## config.mk

```make
export PLATFORM = sky130hd
export DESIGN_NAME = if_stage_pipe
export DESIGN_NICKNAME = d
export VERILOG_FILES = /design/src/rtl/if_stage_pipe.sv
export SDC_FILE = /design/constraint.sdc
export NUM_CORES = 1
export LEC_CHECK = 0
export CAP_MARGIN = 20
export CORE_UTILIZATION = 57
export CTS_CLUSTER_DIAMETER = 30
export CTS_CLUSTER_SIZE = 16
export DETAILED_ROUTE_END_ITERATION = 10
export MAX_ROUTING_LAYER = met4
export PLACE_DENSITY = 0.85
export SLEW_MARGIN = 20
export SYNTH_ARGS = -nofsm -noshare
export SYNTH_HDL_FRONTEND = slang
export SYNTH_SLANG_ARGS = --single-unit
```

## constraint.sdc

```tcl
create_clock -name CLK -period 10.6 [get_ports CLK]
set_input_delay 1.06 -clock CLK [delete_from_list [all_inputs] [get_ports CLK]]
set_output_delay 1.06 -clock CLK [all_outputs]
set_load 0.02 [all_outputs]
```

## src/rtl/if_stage_pipe.sv

```systemverilog
// Purpose : LEGv8 instruction-fetch stage with IF/ID pipeline register.
// Latency : a fetch that completes at a rising edge appears in IF/ID at that same edge.
// Backpr. : decode stall holds IF/ID; a word fetched during a stall parks in a one-entry skid buffer.
//
// Ports:
//   CLK, RESET                    - clock (rising edge), asynchronous active-high reset
//   stall                         - decode cannot accept; IF/ID holds its contents
//   branch_taken, branch_target   - redirect from EX/MEM; flushes the fetch stage
//   imem_req, imem_addr           - fetch request and address (the current PC)
//   imem_ready, imem_rdata        - memory response strobe and instruction word
//   pc_out, instruction_out       - IF/ID contents presented to decode
//   valid_out                     - IF/ID holds a real instruction (0 = bubble)
module if_stage_pipe #(
    parameter logic [31:0] RESET_PC = 32'h0000_0000,
    parameter logic [31:0] PC_INC   = 32'd4
) (
    input  logic        CLK,
    input  logic        RESET,
    input  logic        stall,
    input  logic        branch_taken,
    input  logic [31:0] branch_target,
    output logic        imem_req,
    output logic [31:0] imem_addr,
    input  logic        imem_ready,
    input  logic [31:0] imem_rdata,
    output logic [31:0] pc_out,
    output logic [31:0] instruction_out,
    output logic        valid_out
);

    // FETCH : a request is outstanding at pc.
    // HOLD  : a fetched word waits in the skid buffer for decode to free up; no request.
    // DRAIN : a redirect arrived while a fetch was in flight; the memory must finish
    //         that access before the address may change, and its data is thrown away.
    typedef enum logic [1:0] {
        FETCH = 2'b00,
        HOLD  = 2'b01,
        DRAIN = 2'b10
    } state_t;

    state_t      state;
    logic [31:0] pc;
    logic [31:0] pc_seq;
    logic [31:0] skid_pc;
    logic [31:0] skid_instr;
    logic [31:0] saved_target;

    // Wraps modulo 2^32 by construction.
    assign pc_seq = pc + PC_INC;

    // The address must not move while a request is pending, so it is simply the PC;
    // the PC itself only changes when a fetch completes or while no request is out.
    assign imem_addr = pc;
    assign imem_req  = !RESET && ((state == FETCH) || (state == DRAIN));

    always_ff @(posedge CLK or posedge RESET) begin
        if (RESET) begin
            state           <= FETCH;
            pc              <= RESET_PC;
            skid_pc         <= 32'h0;
            skid_instr      <= 32'h0;
            saved_target    <= 32'h0;
            pc_out          <= 32'h0;
            instruction_out <= 32'h0;
            valid_out       <= 1'b0;
        end else begin
            case (state)
                FETCH: begin
                    if (branch_taken) begin
                        // Redirect wins over stall: whatever decode holds is wrong-path.
                        valid_out <= 1'b0;
                        if (imem_ready) begin
                            pc <= branch_target;
                        end else begin
                            saved_target <= branch_target;
                            state        <= DRAIN;
                        end
                    end else if (imem_ready) begin
                        pc <= pc_seq;
                        if (!stall) begin
                            pc_out          <= pc;
                            instruction_out <= imem_rdata;
                            valid_out       <= 1'b1;
                        end else begin
                            skid_pc    <= pc;
                            skid_instr <= imem_rdata;
                            state      <= HOLD;
                        end
                    end else if (!stall) begin
                        valid_out <= 1'b0;
                    end
                end

                HOLD: begin
                    if (branch_taken) begin
                        // Skid contents are wrong-path; simply never forwarded.
                        valid_out <= 1'b0;
                        pc        <= branch_target;
                        state     <= FETCH;
                    end else if (!stall) begin
                        pc_out          <= skid_pc;
                        instruction_out <= skid_instr;
                        valid_out       <= 1'b1;
                        state           <= FETCH;
                    end
                end

                DRAIN: begin
                    if (branch_taken) begin
                        saved_target <= branch_target;
                    end
                    if (imem_ready) begin
                        // A redirect in the completing cycle is the newest one.
                        pc    <= branch_taken ? branch_target : saved_target;
                        state <= FETCH;
                    end
                    if (!stall) begin
                        valid_out <= 1'b0;
                    end
                end

                default: begin
                    state <= FETCH;
                end
            endcase
        end
    end

endmodule

```

======== Word-level counts from Yosys, hierarchy flattened ========
Cells that the tools add are included.
Widths: inputs -> output; s select.
storage, ports and cells
  flip-flop bits (word level) ............. 195
  output and inout port bits .............. 98
operators by class
  add/subtract/negate cells ............... 1
  eq/ne operators ......................... 15
  muxes and demuxes ....................... 36
  bitwise gates (word level) .............. 1
  reduce and logical (&&, ||, !) cells .... 12
operator list
  kind                   number
  $mux 32                18
  $pmux 32 s2            3
  $pmux 32 s3            1
  $add 32x3->32 const B  1
  $ne 2x2->1 const B     9
  $mux 2                 7
  $ne 3x3->1 const B     4
  $reduce_and 4->1       2
  $pmux 2 s3             1
  $reduce_and 6->1       1
  $mux 1                 5
  $reduce_and 5->1       1
  $reduce_bool 2->1      2
  $pmux 1 s3             1
  $reduce_and 3->1       1
  $reduce_bool 3->1      1
  $eq 2x1->1 const B     1
  $eq 2x2->1 const B     1
  $logic_not 2->1        1
  $logic_and 1x1->1      1
  $logic_not 1->1        1
  $logic_or 1x1->1       1
  $not 1->1              1

======== Logic depth before layout (Yosys ltp) ========
  depth in word-level cells ............... 4
  gate-level depth with buffers ........... 10
  depth with buffers taken out ............ 7

======== Worst setup path after synthesis ========
OpenSTA, ideal clock, no wires.
  path kind ............................... input-to-reg
  start point ............................. input branch_taken
  end point ............................... register saved_target[10]
  arrival time ............................ 2.727 ns
  data required time ...................... 10.475 ns
  slack ................................... 7.748 ns
  cell stages on the path ................. 5
  buffers on the path ..................... 2
  cells stage by stage .................... clkbuf_1 -> inv_1 -> a211oi_1 -> clkbuf_1 -> mux2_2
between the ends
  word-level cells in the longest chain between the ends .. 2
  elaborated cells on any way between the ends .. 4
  those cells by class .................... eq/ne: 1; mux: 2; reduce/logical: 1
ends and longest elaborated chain
  element                                          RTL line  RTL
  from (decl)                                      20        input logic branch_taken,
  $mux 32 or $ne 2x2->1 (tied branches)            n/a
  $pmux 32 s2 or $reduce_and 3->1 (tied branches)  n/a
  to (signal assigned)                             75        saved_target <= branch_target;
  to (signal assigned)                             110       saved_target <= branch_target;
  to (decl)                                        46        logic [31:0] saved_target;
Parallel ways exist; a longest one is shown, timed or not.
A chain may end at the register's enable or synchronous reset.

======== Worst setup path in the final report ========
  start point ............................. register state[0]
  end point ............................... output imem_req
between the ends
  word-level cells in the longest chain between the ends .. 3
  elaborated cells on any way between the ends .. 4
  those cells by class .................... eq/ne: 1; reduce/logical: 3
ends and longest elaborated chain
  element                                        RTL line  RTL
  from (decl)                                    41        state_t state;
  from (signal assigned)                         58        state <= FETCH;
  from (signal assigned)                         76        state <= DRAIN;
  from (signal assigned)                         87        state <= HOLD;
  $eq 2x2->1 or $logic_not 2->1 (tied branches)  54        assign imem_req = !RESET && ((state == FETCH) || (state == DRAIN));
  $logic_or 1x1->1 *                             54
  $logic_and 1x1->1 *                            54
  to (decl)                                      22        output logic imem_req,
Every way passes the cells marked *; elsewhere a longest branch is shown, timed or not.

==> summary.json <==
{
  "status": "complete, no violations",
  "cts_max_level": 4,
  "dpl-instance-area_sq_um": 11220,
  "clockPowerShare_pct": 16.9,
  "proportion_of_layout_cells_with_a_drive_suffix_above_1_pct": 15.71,
  "vert_die_dim_um": 130.8,
  "clock_path_buffers": 2,
  "initial_utilization_pct": 58.87,
  "syn-mean-instance-area_sq_um": 10.82,
  "clk_pin_slew_worst_paths_ns": 0.07,
  "clock_tree_from_tritoncts": "done",
  "synth_seq_cells": 195,
  "relSlewSlack_pct": 31.31,
  "grt_antenna_before_repair": 0,
  "synth.yosys.seq_area_share_pct": 51.62,
  "start_kind": "register",
  "finalClockSkew_ns": 0.006541,
  "clock_sinks": 195,
  "cp-end-kind": "output port",
  "p_int_uw": 2283,
  "global_route.usage.total_pct": 28.60,
  "via_per_inst": 6.099,
  "asyncSetResetFlopFracSynth_pct": 100.0,
  "synth_enable_flop_cells": 0,
  "cp.arrival_ns": 2.64,
  "antenna_violating_nets_post_route": 0,
  "post_synth_most_frequent_cells": "sky130_fd_sc_hd__dfrtp_1, sky130_fd_sc_hd__nand2_1, sky130_fd_sc_hd__mux2_2",
  "place_congestion": 0.8710,
  "detail_route.first_pass.iterations": 5,
  "pre_cts_slack_ns": 6.701,
  "clock.fmax_ghz": 0.2703,
  "setup_viol_count_final": 0,
  "ioPinCount": 167,
  "overflow": 0,
  "yosysTopAreaCell": "sky130_fd_sc_hd__dfrtp_1",
  "fin_tns_setup_ns": 0,
  "p_per_area_nw_per_um2": 318.6,
  "numCtsBuffers": 17,
  "dp.final_hpwl_um": 14490,
  "design.final.nets": 1073,
  "holdPathEnd": "pc_out[24]",
  "holdCritPathClass": "reg2reg",
  "r2r_setup_slack_ns": 7.16,
  "slew_worst_pin_ns": 1.030,
  "flow.area_growth_from_synthesis_pct": 25.28,
  "finalWorstSetupSlack_ns": 6.900,
  "fin_area_sq_um": 11840,
  "reg2reg_from": "state[0]",
  "synth_top_flop_cell": "sky130_fd_sc_hd__dfrtp_1",
  "insertion_delay_ns": 0.43,
  "report.final.slew_viol_count": 0,
  "rr_endpoint": "imem_addr[18]",
  "ctsResizeCount": 0,
  "cts_post_setup_buffers_inserted": 0,
  "wl_per_cell_um": 18.67,
  "buffer_ports.inserted": 166,
  "holdBufCountCts": 0,
  "combinationalPowerShare_pct": 45.8,
  "grt_max_degree": 129,
  "r2r.worst_path.cells": 8,
  "grt_first_pass_wirelength_um": 36660,
  "vdd.ir_drop.worst_uv": 269.7,
  "timing_hold_violations_final": 0,
  "power.share.switching_pct": 39.51,
  "synth-warning-count": 0,
  "detailedRoute.firstIterationViolations": 885,
  "worstHoldStart": "pc_out[24]",
  "detail_route.drc_violations": 0,
  "min_delay_path_depth": 2,
  "yosysTopAreaCellShare_pct": 51.62,
  "layout_min_cycle_time_ns": 3.700,
  "critical_path_peak_fanout": 31,
  "core.rowCount": 46,
  "root_buffer": "sky130_fd_sc_hd__clkbuf_16",
  "switching_power_uw": 1491,
  "final.period_utilization_pct": 34.91,
  "core_sq_um": 16060,
  "syn-num-nets": 948,
  "drt_wirelength_um": 22920,
  "synth.area.top_cells": "sky130_fd_sc_hd__dfrtp_1, sky130_fd_sc_hd__mux2_2, sky130_fd_sc_hd__mux2i_1, sky130_fd_sc_hd__o21ai_0, sky130_fd_sc_hd__nand2_1",
  "post_synth_inst_count": 874,
  "max_cap_viol_count": 0,
  "cellLeakagePower_uw": 0.004886,
  "timing.setup.critical_path_class": "reg2out",
  "seq_power_share_pct": 37.3,
  "num_vias": 7490,
  "unique_masters_post_synth": 60,
  "die-area_sq_um": 17100,
  "grt_setup_unrepaired": "false",
  "synth_most_common_cell": "sky130_fd_sc_hd__dfrtp_1",
  "antenna_cells": 0,
  "die_x_um": 130.8,
  "p_total_uw": 3774,
  "vias_in_the_first_global_route": 7043,
  "synth_area_sq_um": 9453,
  "cp_data_required_time_ns": 9.54
}
layout make-up:
type                    count  area [sq um]
well taps                 216         270.3
clock inverters             8         91.34
clock buffers              24         501.7
repair buffers            175          1748
multi-input cells         596          4292
flip-flops and latches    195          4880
inverters                  14         60.06
fillers                  1118          4215
metrics by stage:
stage / hold WS, ns / util [%] / cells
2_1_floorplan: 0.4496 / - / 874
3_3_place_gp: 0.4599 / 69.85 / 1195
3_5_place_dp: 0.4689 / 69.85 / 1195
4_1_cts: 0.4839 / 73.54 / 1227
5_1_grt: 0.5005 / 73.75 / 1228
6_report: 0.4770 / 73.75 / 1228
state kept, by name, summed over array words and instances, names as in the netlist:
register / flops
instruction_out: 32
saved_target: 32
state: 2
skid_pc: 32
valid_out: 1
skid_instr: 32
pc_out: 32
imem_addr: 32
placed cells by master, fill, tap and decap left out, types with 3 or more instances in the layout:
cell and n:
sky130_fd_sc_hd__nor4_1 6, sky130_fd_sc_hd__a21oi_1 18, sky130_fd_sc_hd__o21ai_0 99, sky130_fd_sc_hd__a221o_1 5, sky130_fd_sc_hd__a221oi_1 16, sky130_fd_sc_hd__inv_1 12
sky130_fd_sc_hd__mux2_2 105, sky130_fd_sc_hd__a31oi_1 4, sky130_fd_sc_hd__clkbuf_8 5, sky130_fd_sc_hd__o31a_1 3, sky130_fd_sc_hd__a32o_1 4, sky130_fd_sc_hd__a311oi_1 9
sky130_fd_sc_hd__o31ai_1 11, sky130_fd_sc_hd__nor2b_1 4, sky130_fd_sc_hd__nand2_1 113, sky130_fd_sc_hd__nor2_1 26, sky130_fd_sc_hd__and2_1 3, sky130_fd_sc_hd__clkbuf_16 17
sky130_fd_sc_hd__nand4_1 8, sky130_fd_sc_hd__nand3_1 12, sky130_fd_sc_hd__clkdlybuf4s50_1 165, sky130_fd_sc_hd__a22o_1 3, sky130_fd_sc_hd__and3_1 6, sky130_fd_sc_hd__a22oi_1 7
sky130_fd_sc_hd__buf_4 7, sky130_fd_sc_hd__nor3_1 12, sky130_fd_sc_hd__a211oi_1 10, sky130_fd_sc_hd__dfrtp_1 195, sky130_fd_sc_hd__o2bb2ai_1 3, sky130_fd_sc_hd__mux2i_1 67
sky130_fd_sc_hd__ha_1 3
critical path, cell delays in order, from the launching register on:
cell,delay (ns)
sky130_fd_sc_hd__dfrtp_1,0.44
sky130_fd_sc_hd__inv_1,0.11
sky130_fd_sc_hd__ha_2,0.62
sky130_fd_sc_hd__nor2_1,0.27
sky130_fd_sc_hd__nor2_1,0.15
sky130_fd_sc_hd__clkdlybuf4s50_1,0.61
layer usage:
layer / up-vias / GRT usage [%] / wire length [um] / part of all wire (%)
li1: 3474 / - / - / -
met1: 3617 / 40.60 / 10470 / 46
met2: 354 / 41.71 / 10270 / 45
met3: 45 / 4.601 / 1681 / 7.3
met4: 0 / 10.07 / 495 / 2.2
met5: - / - / 0 / 0
power groups by stage:
stage | combinational, uW | clock, uW | sequential (uW)
2_1_floorplan | 929 | 0 | 1520
3_3_place_gp | 1660 | 0 | 1390
3_5_place_dp | 1710 | 0 | 1410
4_1_cts | 1720 | 645 | 1400
5_1_grt | 1870 | 675 | 1460
6_report | 1730 | 638 | 1410
how the worst max path moves through the flow:
| stage | start | end | depth (start not counted) |
|---|---|---|---|
| finish | state[0] | imem_req | 5 |
| CTS | state[0] | imem_req | 5 |
| global route | state[0] | imem_req | 5 |
| detailed placement | branch_taken | saved_target[3] | 6 |
| floorplan | RESET | imem_addr[0] | 1 |
| global placement | branch_taken | saved_target[3] | 6 |
logic make-up after synthesis:
logic type	share of synthesized area [%]
multiplexers	19.60
AND/OR/NAND/NOR	9.702
buffers and inverters	3.389
XOR/XNOR	0.09267
adder cells (fa/ha/maj)	0.6618
flip-flops	51.62
AO/OA/AOI/OAI	14.93
Note: power is estimated with default switching activity, not from simulation.
==> RTL edit (same flow settings) <==
Register the input `branch_target` before use, without a reset. The logic sees it one clock later. The other inputs are not delayed to match.
--- a/src/rtl/if_stage_pipe.sv
+++ b/src/rtl/if_stage_pipe.sv
@@ -40,2 +40,8 @@
 
+    logic [31:0] branch_target_q;
+
+    always_ff @(posedge CLK) begin
+        branch_target_q <= branch_target;
+    end
+
     state_t      state;
@@ -72,5 +78,5 @@
                         if (imem_ready) begin
-                            pc <= branch_target;
+                            pc <= branch_target_q;
                         end else begin
-                            saved_target <= branch_target;
+                            saved_target <= branch_target_q;
                             state        <= DRAIN;
@@ -97,3 +103,3 @@
                         valid_out <= 1'b0;
-                        pc        <= branch_target;
+                        pc        <= branch_target_q;
                         state     <= FETCH;
@@ -109,3 +115,3 @@
                     if (branch_taken) begin
-                        saved_target <= branch_target;
+                        saved_target <= branch_target_q;
                     end
@@ -113,3 +119,3 @@
                         // A redirect in the completing cycle is the newest one.
-                        pc    <= branch_taken ? branch_target : saved_target;
+                        pc    <= branch_taken ? branch_target_q : saved_target;
                         state <= FETCH;
Formal check against the unedited RTL: not equivalent (Yosys sat finds a counterexample within 4 cycles, from zero or initial values and one cycle with RESET high).
==> RTL edit against the unedited design <==
Design area increased by 14%. Worst setup slack got worse by 0.20 ns. First-iteration DRC count decreased by 4.3%. Non-clock buffer count decreased by 2. Clock skew increased by 0.0096 ns. Wire length increased by 12%. Fmax decreased by 5.1%. Area after synthesis increased by 6.6%. Total power increased by 27%. Sequential cell count increased by 32. Critical path depth unchanged.
==> RTL edit: results (changes against the unedited design) <==
The maximum VDD drop was 0.294 mV (was 0.270 mV). The capture instance of the worst register-to-register path is imem_addr[22]$_DFFE_PP0P_ (was imem_addr[18]$_DFFE_PP0P_). The peak fanout along the critical path came out at 27 (was 31). The routed wire length on met3 is 1950 µm (was 1680 µm). The length of routed wiring on met1 is 10,900 µm (was 10,500 µm). The DRC marker count from the first detailed-route iteration is 847 (was 885). The register clock-pin slew on the reported worst setup and hold paths was 0.05 ns (was 0.07 ns). The minimum setup slack after placement came out at 7.02 ns (was 6.70 ns). The maximum level of the CTS H-tree is 2 (was 4). Outcome: finished, final reports clean (unchanged). The power dissipated by switching net loads came out at 1.70 mW (was 1.49 mW). The placer congestion estimate came to 0.920 (was 0.871).

The leakage power is 5.68 nW (was 4.89 nW). The number of nets in the synthesized netlist came to 975 (was 948). The data arrival time of the worst path was 2.84 ns (was 2.64 ns).

The number of nets in the final layout came to 1,129 (was 1,073). The number of buffers on the longest clock path is 3 (was 2). The async set or reset register ratio after synthesis came to 85.9% (was 100%). The distinct cell type count after synthesis was 67 (was 60). The total routing resource utilization after global routing is 30.0% (was 28.6%).

The delay of the slowest cell on the worst path is 0.84 ns (was 0.62 ns). The worst-case clock skew came out at 0.0161 ns (was 0.00654 ns). The met1 usage was 38.8% (was 40.6%).

Top cell types by occurrence after synthesis: sky130_fd_sc_hd__dfrtp_1, sky130_fd_sc_hd__nand2_1, sky130_fd_sc_hd__mux2_2, sky130_fd_sc_hd__o21ai_0, sky130_fd_sc_hd__mux2i_1 (unchanged). The half-perimeter wire length after detailed placement is 15,300 µm (was 14,500 µm). The combinational fraction of design power came out at 37.0% (was 45.8%).
[RTL edit: cell types whose count changed after synthesis, moves of 7 or more]
| cell | before | now |
|---|---|---|
| sky130_fd_sc_hd__a21oi_1 | 18 | 46 |
| sky130_fd_sc_hd__dfxtp_1 | 0 | 32 |
| sky130_fd_sc_hd__buf_1 | 18 | 7 |
| sky130_fd_sc_hd__nand2_1 | 113 | 105 |
| sky130_fd_sc_hd__a311oi_1 | 9 | 2 |
[RTL edit: area by class of cell]
cell class              count  area (µm²)
multi-input cells         597        4270
repair buffers            173        1730
well taps                 225         282
clock buffers              52        1200
flip-flops and latches    227        5520
clock inverters            26         384
fillers                  1099        3850
inverters                  14        60.1
[RTL edit: per-stage QoR]
stage               hold slack, ns  power, mW  std cells  area, µm²
global route                 0.494       5.04       1314      13400
finish                       0.474       4.79       1314      13400
CTS                          0.480       4.79       1313      13400
floorplan                    0.450       2.60        901      10100
global placement             0.459       3.21       1235      11800
detailed placement           0.470       3.27       1235      11800
